File: src/rtl/dmem_arbiter_if.sv
// Requester-side bundle for the shared data-memory arbiter: two request ports plus the shared response signals.
interface dmem_arbiter_if #(
  parameter int AW = 32
);
  logic          req0, req1;
  logic          we0, we1;
  logic [AW-1:0] addr0, addr1;
  logic [31:0]   wdata0, wdata1;
  logic          ack0, ack1;
  logic          err0, err1;
  logic [31:0]   rdata;
  logic          busy;

  modport master (
    output req0, req1, we0, we1, addr0, addr1, wdata0, wdata1,
    input  ack0, ack1, err0, err1, rdata, busy
  );

  modport slave (
    input  req0, req1, we0, we1, addr0, addr1, wdata0, wdata1,
    output ack0, ack1, err0, err1, rdata, busy
  );
endinterface

File: src/rtl/dmem_arbiter.sv
// Two-port round-robin arbiter in front of a single-ported data memory.
// Each access runs IDLE -> ACCESS -> RESP, one cycle per state.
module dmem_arbiter #(
  parameter int DEPTH = 64,
  parameter int AW    = 32
) (
  input  logic           clk,
  input  logic           rst,
  dmem_arbiter_if.slave  bus,
  output logic           Memwrite,
  output logic           Memread,
  output logic [AW-1:0]  read_address,
  output logic [31:0]    write_data,
  input  logic [31:0]    Memdata_out
);

  typedef enum logic [1:0] {IDLE, ACCESS, RESP} state_t;

  state_t        r_state;
  state_t        w_next;
  logic          r_ptr;
  logic          r_port;
  logic          r_we;
  logic [AW-1:0] r_addr;
  logic [31:0]   r_wdata;
  logic [31:0]   r_rdata;
  logic          w_any_req;
  logic          w_grant;
  logic          w_inrange;

  assign w_any_req = bus.req0 | bus.req1;
  // Contention goes to the preferred port; otherwise whoever is requesting wins.
  assign w_grant   = (bus.req0 & bus.req1) ? r_ptr : bus.req1;
  assign w_inrange = (r_addr < AW'(DEPTH));

  always_ff @(posedge clk or posedge rst) begin
    if (rst) begin
      r_state <= IDLE;
    end else begin
      r_state <= w_next;
    end
  end

  always_comb begin
    w_next = r_state;
    case (r_state)
      IDLE:    if (w_any_req) w_next = ACCESS;
      ACCESS:  w_next = RESP;
      RESP:    w_next = IDLE;
      default: w_next = IDLE;
    endcase
  end

  always_ff @(posedge clk or posedge rst) begin
    if (rst) begin
      r_ptr   <= 1'b0;
      r_port  <= 1'b0;
      r_we    <= 1'b0;
      r_addr  <= '0;
      r_wdata <= '0;
      r_rdata <= '0;
    end else begin
      case (r_state)
        IDLE: begin
          if (w_any_req) begin
            r_port  <= w_grant;
            r_we    <= w_grant ? bus.we1    : bus.we0;
            r_addr  <= w_grant ? bus.addr1  : bus.addr0;
            r_wdata <= w_grant ? bus.wdata1 : bus.wdata0;
          end
        end
        ACCESS: r_rdata <= (~r_we & w_inrange) ? Memdata_out : 32'h0;
        RESP:   r_ptr   <= ~r_port;
        default: ;
      endcase
    end
  end

  // Strobes decode straight from state so an async reset kills them at once.
  assign Memwrite     = (r_state == ACCESS) &  r_we & w_inrange;
  assign Memread      = (r_state == ACCESS) & ~r_we & w_inrange;
  assign read_address = r_addr;
  assign write_data   = r_wdata;

  assign bus.ack0  = (r_state == RESP) & ~r_port;
  assign bus.ack1  = (r_state == RESP) &  r_port;
  assign bus.err0  = bus.ack0 & ~w_inrange;
  assign bus.err1  = bus.ack1 & ~w_inrange;
  assign bus.rdata = r_rdata;
  assign bus.busy  = (r_state != IDLE);

endmodule

File: src/flat_wrapper.sv
// flat-port wrapper written by rule: the top's interface ports become plain ports
module dmem_arbiter_flat 
#(
  parameter int DEPTH = 64,
  parameter int AW    = 32
)
  (clk, rst, Memwrite, Memread, read_address, write_data, Memdata_out, bus_req0, bus_req1, bus_we0, bus_we1, bus_addr0, bus_addr1, bus_wdata0, bus_wdata1, bus_ack0, bus_ack1, bus_err0, bus_err1, bus_rdata, bus_busy);
  dmem_arbiter_if #(.AW(AW)) bus_i ();
  input  logic clk;
  input  logic rst;
  output logic Memwrite;
  output logic Memread;
  output logic [AW-1:0] read_address;
  output logic [31:0] write_data;
  input  logic [31:0] Memdata_out;
  input wire logic [$bits(bus_i.req0)-1:0] bus_req0;
  input wire logic [$bits(bus_i.req1)-1:0] bus_req1;
  input wire logic [$bits(bus_i.we0)-1:0] bus_we0;
  input wire logic [$bits(bus_i.we1)-1:0] bus_we1;
  input wire logic [$bits(bus_i.addr0)-1:0] bus_addr0;
  input wire logic [$bits(bus_i.addr1)-1:0] bus_addr1;
  input wire logic [$bits(bus_i.wdata0)-1:0] bus_wdata0;
  input wire logic [$bits(bus_i.wdata1)-1:0] bus_wdata1;
  output wire logic [$bits(bus_i.ack0)-1:0] bus_ack0;
  output wire logic [$bits(bus_i.ack1)-1:0] bus_ack1;
  output wire logic [$bits(bus_i.err0)-1:0] bus_err0;
  output wire logic [$bits(bus_i.err1)-1:0] bus_err1;
  output wire logic [$bits(bus_i.rdata)-1:0] bus_rdata;
  output wire logic [$bits(bus_i.busy)-1:0] bus_busy;
  assign bus_i.req0 = bus_req0;
  assign bus_i.req1 = bus_req1;
  assign bus_i.we0 = bus_we0;
  assign bus_i.we1 = bus_we1;
  assign bus_i.addr0 = bus_addr0;
  assign bus_i.addr1 = bus_addr1;
  assign bus_i.wdata0 = bus_wdata0;
  assign bus_i.wdata1 = bus_wdata1;
  assign bus_ack0 = bus_i.ack0;
  assign bus_ack1 = bus_i.ack1;
  assign bus_err0 = bus_i.err0;
  assign bus_err1 = bus_i.err1;
  assign bus_rdata = bus_i.rdata;
  assign bus_busy = bus_i.busy;
  dmem_arbiter #(.DEPTH(DEPTH), .AW(AW)) u_core (.clk(clk), .rst(rst), .bus(bus_i), .Memwrite(Memwrite), .Memread(Memread), .read_address(read_address), .write_data(write_data), .Memdata_out(Memdata_out));
endmodule
File: config.mk
export PLATFORM = sky130hd
export DESIGN_NAME = dmem_arbiter_flat
export DESIGN_NICKNAME = d
export VERILOG_FILES = /design/src/rtl/dmem_arbiter_if.sv /design/src/rtl/dmem_arbiter.sv /design/src/flat_wrapper.sv
export SDC_FILE = /design/constraint.sdc
export NUM_CORES = 1
export LEC_CHECK = 0
export BUFFER_PORTS_ARGS = -buffer_cell sky130_fd_sc_hd__buf_2
export CAP_MARGIN = 5
export CORE_ASPECT_RATIO = 0.7
export CORE_MARGIN = 8
export CORE_UTILIZATION = 46
export CTS_BUF_LIST = sky130_fd_sc_hd__clkbuf_16
export CTS_CLUSTER_DIAMETER = 120
export CTS_CLUSTER_SIZE = 16
export DETAILED_ROUTE_END_ITERATION = 6
export GPL_ROUTABILITY_DRIVEN = 0
export PLACE_DENSITY_LB_ADDON = 0.05
export SYNTH_ARGS = -nofsm -noshare
export SYNTH_HDL_FRONTEND = slang
export SYNTH_SLANG_ARGS = --single-unit
File: constraint.sdc
create_clock -name clk -period 4.2 [get_ports clk]
set_clock_uncertainty 0.2 [all_clocks]
set_input_delay 0.84 -clock clk [delete_from_list [all_inputs] [get_ports clk]]
set_output_delay 0.84 -clock clk [all_outputs]
set_load 0.005 [all_outputs]
==> out/summary.txt <==
Via count = 5,494
Post-route ant nets = 0
Die ar. = 15,500 µm²
Worst path cell trace = nor2_4 -> buf_4 -> inv_1 -> buf_2
Mapped Area = 5390 µm²
Max-cap viol count = 0
Seq/Total Area, Yosys = 0.469
Core Footprint = 11,600 µm²
Synth Area per Inst = 9.67 µm²
Clock buffer depth = 2
H-tree depth = 3
Resize count post-CTS = 0
Fraction of layout cells with a size suffix above 1 = 0.428
Final non-filler cell area = 7040 µm²
Worst-Skew Late Latency = 330 ps
Inst Count DP = 924
Area grow syn2layout = 30.7%
Total negative slack = 0 ps
Detailed Routing Iterations Pass 1 = 5
WS Path Type = reg2out
Worst stage delay on the critical path = 540 ps
Post-Route M1 WL = 7840 µm
Max Used Layer = met5
Leak = 3.13 nW
Final-stage net count = 944
WP data required = 3160 ps
Slew Viols, Final = 0
Synthesis-stage register bit count = 101
Final wirelength = 19,200 µm
Largest net degree at the start of global routing = 67
Top Family by Delay on Critical Path = buffers and inverters
Worst VDD drop = 0.317 mV
Worst-path maximum fanout = 44
Outcome = finished clean
Post-CTS Repair Setup Buffers = 0
Clock Pin Slew Worst Setup and Hold Paths = 70 ps
Crit share post-route = 0.753
I/O pin count = 269
Final min period = 3160 ps
Total CTS buffers = 9
Worst-Margin Slew = 1040 ps
Unrepaired setup endpoints after global routing = false
Worst Setup End Kind = primary output
DR iter-0 viols = 326
CTS tree = done
Final std cells w/o fill = 940
Global route overflow = 0
First-pass GRT wire length = 29,700 µm
WL/cell = 20.5 µm
Clock root buffer = clkbuf_16
Cts hold-fix bufs = 0
CP Launch Type = flop
Critical-path top delay cell = buf_4
Die width = 145 µm
Met3 wire len = 1900 µm
Max Fclk = 316 MHz
Antenna violations before repair = 1
Clock sink count = 101
Via-per-instance ratio = 5.84
Port bufs = 268
Total power divided by cell area = 595 nW/µm²
Final Hold Fails = 0
Total GRT Usage = 0.236
Setup-failing EPs final = 0
# rows = 33
Worst path buffer plus inverter count = 3
Worst slew margin = 0.308
Ant. Diodes = 0
Yosys warning count = 0
Die H = 107 µm
CP Data Arrival Time = 2120 ps
Vias in the first global route = 5,487
Hold Path Class = reg2reg
DP Wirelength = 13,700 µm
DRC errors left = 0
Initial cell density of the core = 0.466
Routed wl met2 = 9280 µm
Post-DP Area = 6720 µm²
Mapped Cells = 557
Synth unique cells = 31
Syn_nets = 723
-- kinds of logic (layout without fill, tap and decap cells) --
logic type	count (synthesis)	count (layout)	synth area share
compound gates	231	231	0.272
simple gates	150	150	0.197
flops	101	101	0.469
buf+inv	75	301	0.0618
-- final cells by class --
type | count | area, µm²
Timing Repair Buffer | 279 | 1440
Tap cell | 157 | 196
Inverter | 6 | 25.0
Sequential cell | 101 | 2530
Fill cell | 1052 | 4520
Clock inverter | 7 | 90.1
Clock buffer | 9 | 225
Multi-Input combinational cell | 381 | 2540
-- state kept, by name (all words and copies together) (netlist names) --
name / cells
u_core.r_ptr: 1
u_core.write_data: 32
u_core.bus.rdata: 32
u_core.read_address: 32
u_core.r_port: 1
u_core.r_state: 2
u_core.r_we: 1
-- per-layer routing --
layer / global-route usage / up-vias
li1: - / 2540
met4: 0.0474 / 2
met1: 0.292 / 2675
met2: 0.392 / 258
met3: 0.0870 / 19
met5: 0 / -
-- layout by cell type (no fill, tap or decap), types with 2 or more instances in the layout --
| master | instances |
|---|---|
| a21oi_1 | 65 |
| a31oi_1 | 65 |
| buf_2 | 268 |
| buf_4 | 10 |
| bufinv_16 | 2 |
| clkbuf_16 | 9 |
| clkinv_2 | 2 |
| dfrtp_1 | 101 |
| inv_1 | 3 |
| inv_2 | 2 |
| nand2_1 | 34 |
| nand3b_1 | 65 |
| nand4b_1 | 32 |
| nor4_1 | 3 |
| nor4_2 | 3 |
| o21a_1 | 2 |
| o21ai_0 | 63 |
| o21ai_1 | 2 |
| o31ai_1 | 5 |
| o31ai_2 | 27 |
-- worst reg2reg max path, cell delays in order, from the launching register on --
cell     delay [ps]
dfrtp_1         420
nor2_4          510
and2_2          710
buf_12          300
o32ai_1         120
-- worst paths after layout --
path | to | slack, ps | cells past startpoint | from
worst max-delay path | bus_busy | 1040 | 4 | u_core.r_state[0]
worst min-delay path | u_core.bus.rdata[30] | 280 | 2 | u_core.bus.rdata[30]
worst max register to register | u_core.r_port | 1770 | 4 | u_core.r_state[0]
worst min register to register | u_core.bus.rdata[30] | 280 | 2 | u_core.bus.rdata[30]
max in group asynchronous | u_core.write_data[9] | 2540 | 3 | rst
min in group asynchronous | u_core.write_data[5] | 360 | 2 | rst
-- through the flow --
stage | worst slack [ps] | utilization | power [mW] | hold slack (ps)
floorplan | 513 | - | 2.57 | 257
CTS | 1060 | 0.609 | 4.21 | 281
global placement | 1440 | 0.582 | 3.29 | 262
detailed placement | 1430 | 0.582 | 3.32 | 266
global route | 883 | 0.609 | 4.44 | 299
finish | 1040 | 0.609 | 4.19 | 282
-- power by group --
part           switching (mW)  internal (mW)
logic                    1.00          0.703
clock network           0.357          0.519
registers               0.291           1.32
-- Yosys cell counts --
cell      instances  area share
a21oi_1          65       0.060
a31oi_1          65       0.075
and2_1            2      0.0023
and2b_1           1      0.0014
buf_1             4      0.0028
buf_2            17       0.016
buf_6             4      0.0084
clkbuf_1         44       0.031
dfrtp_1         101        0.47
inv_1             4      0.0028
inv_2             2      0.0014
nand2_1          35       0.024
nand2b_1          1      0.0012
nand3_1           1     0.00093
nand3b_1         65       0.091
nand4_4           1      0.0039
nand4b_1         32       0.052
nor2_1            2      0.0014
nor2b_1           1      0.0012
nor3_2            1      0.0019
nor4_1            3      0.0035
nor4_2            3      0.0070
nor4_4            1      0.0039
o21a_1            2      0.0028
o21ai_0          63       0.059
o21ai_1           2      0.0019
o21ba_1           1      0.0019
o31ai_1           5      0.0070
o31ai_2          27       0.063
o32ai_1           1      0.0016
or2_1             1      0.0012
Power figures use the tool's default switching activity.
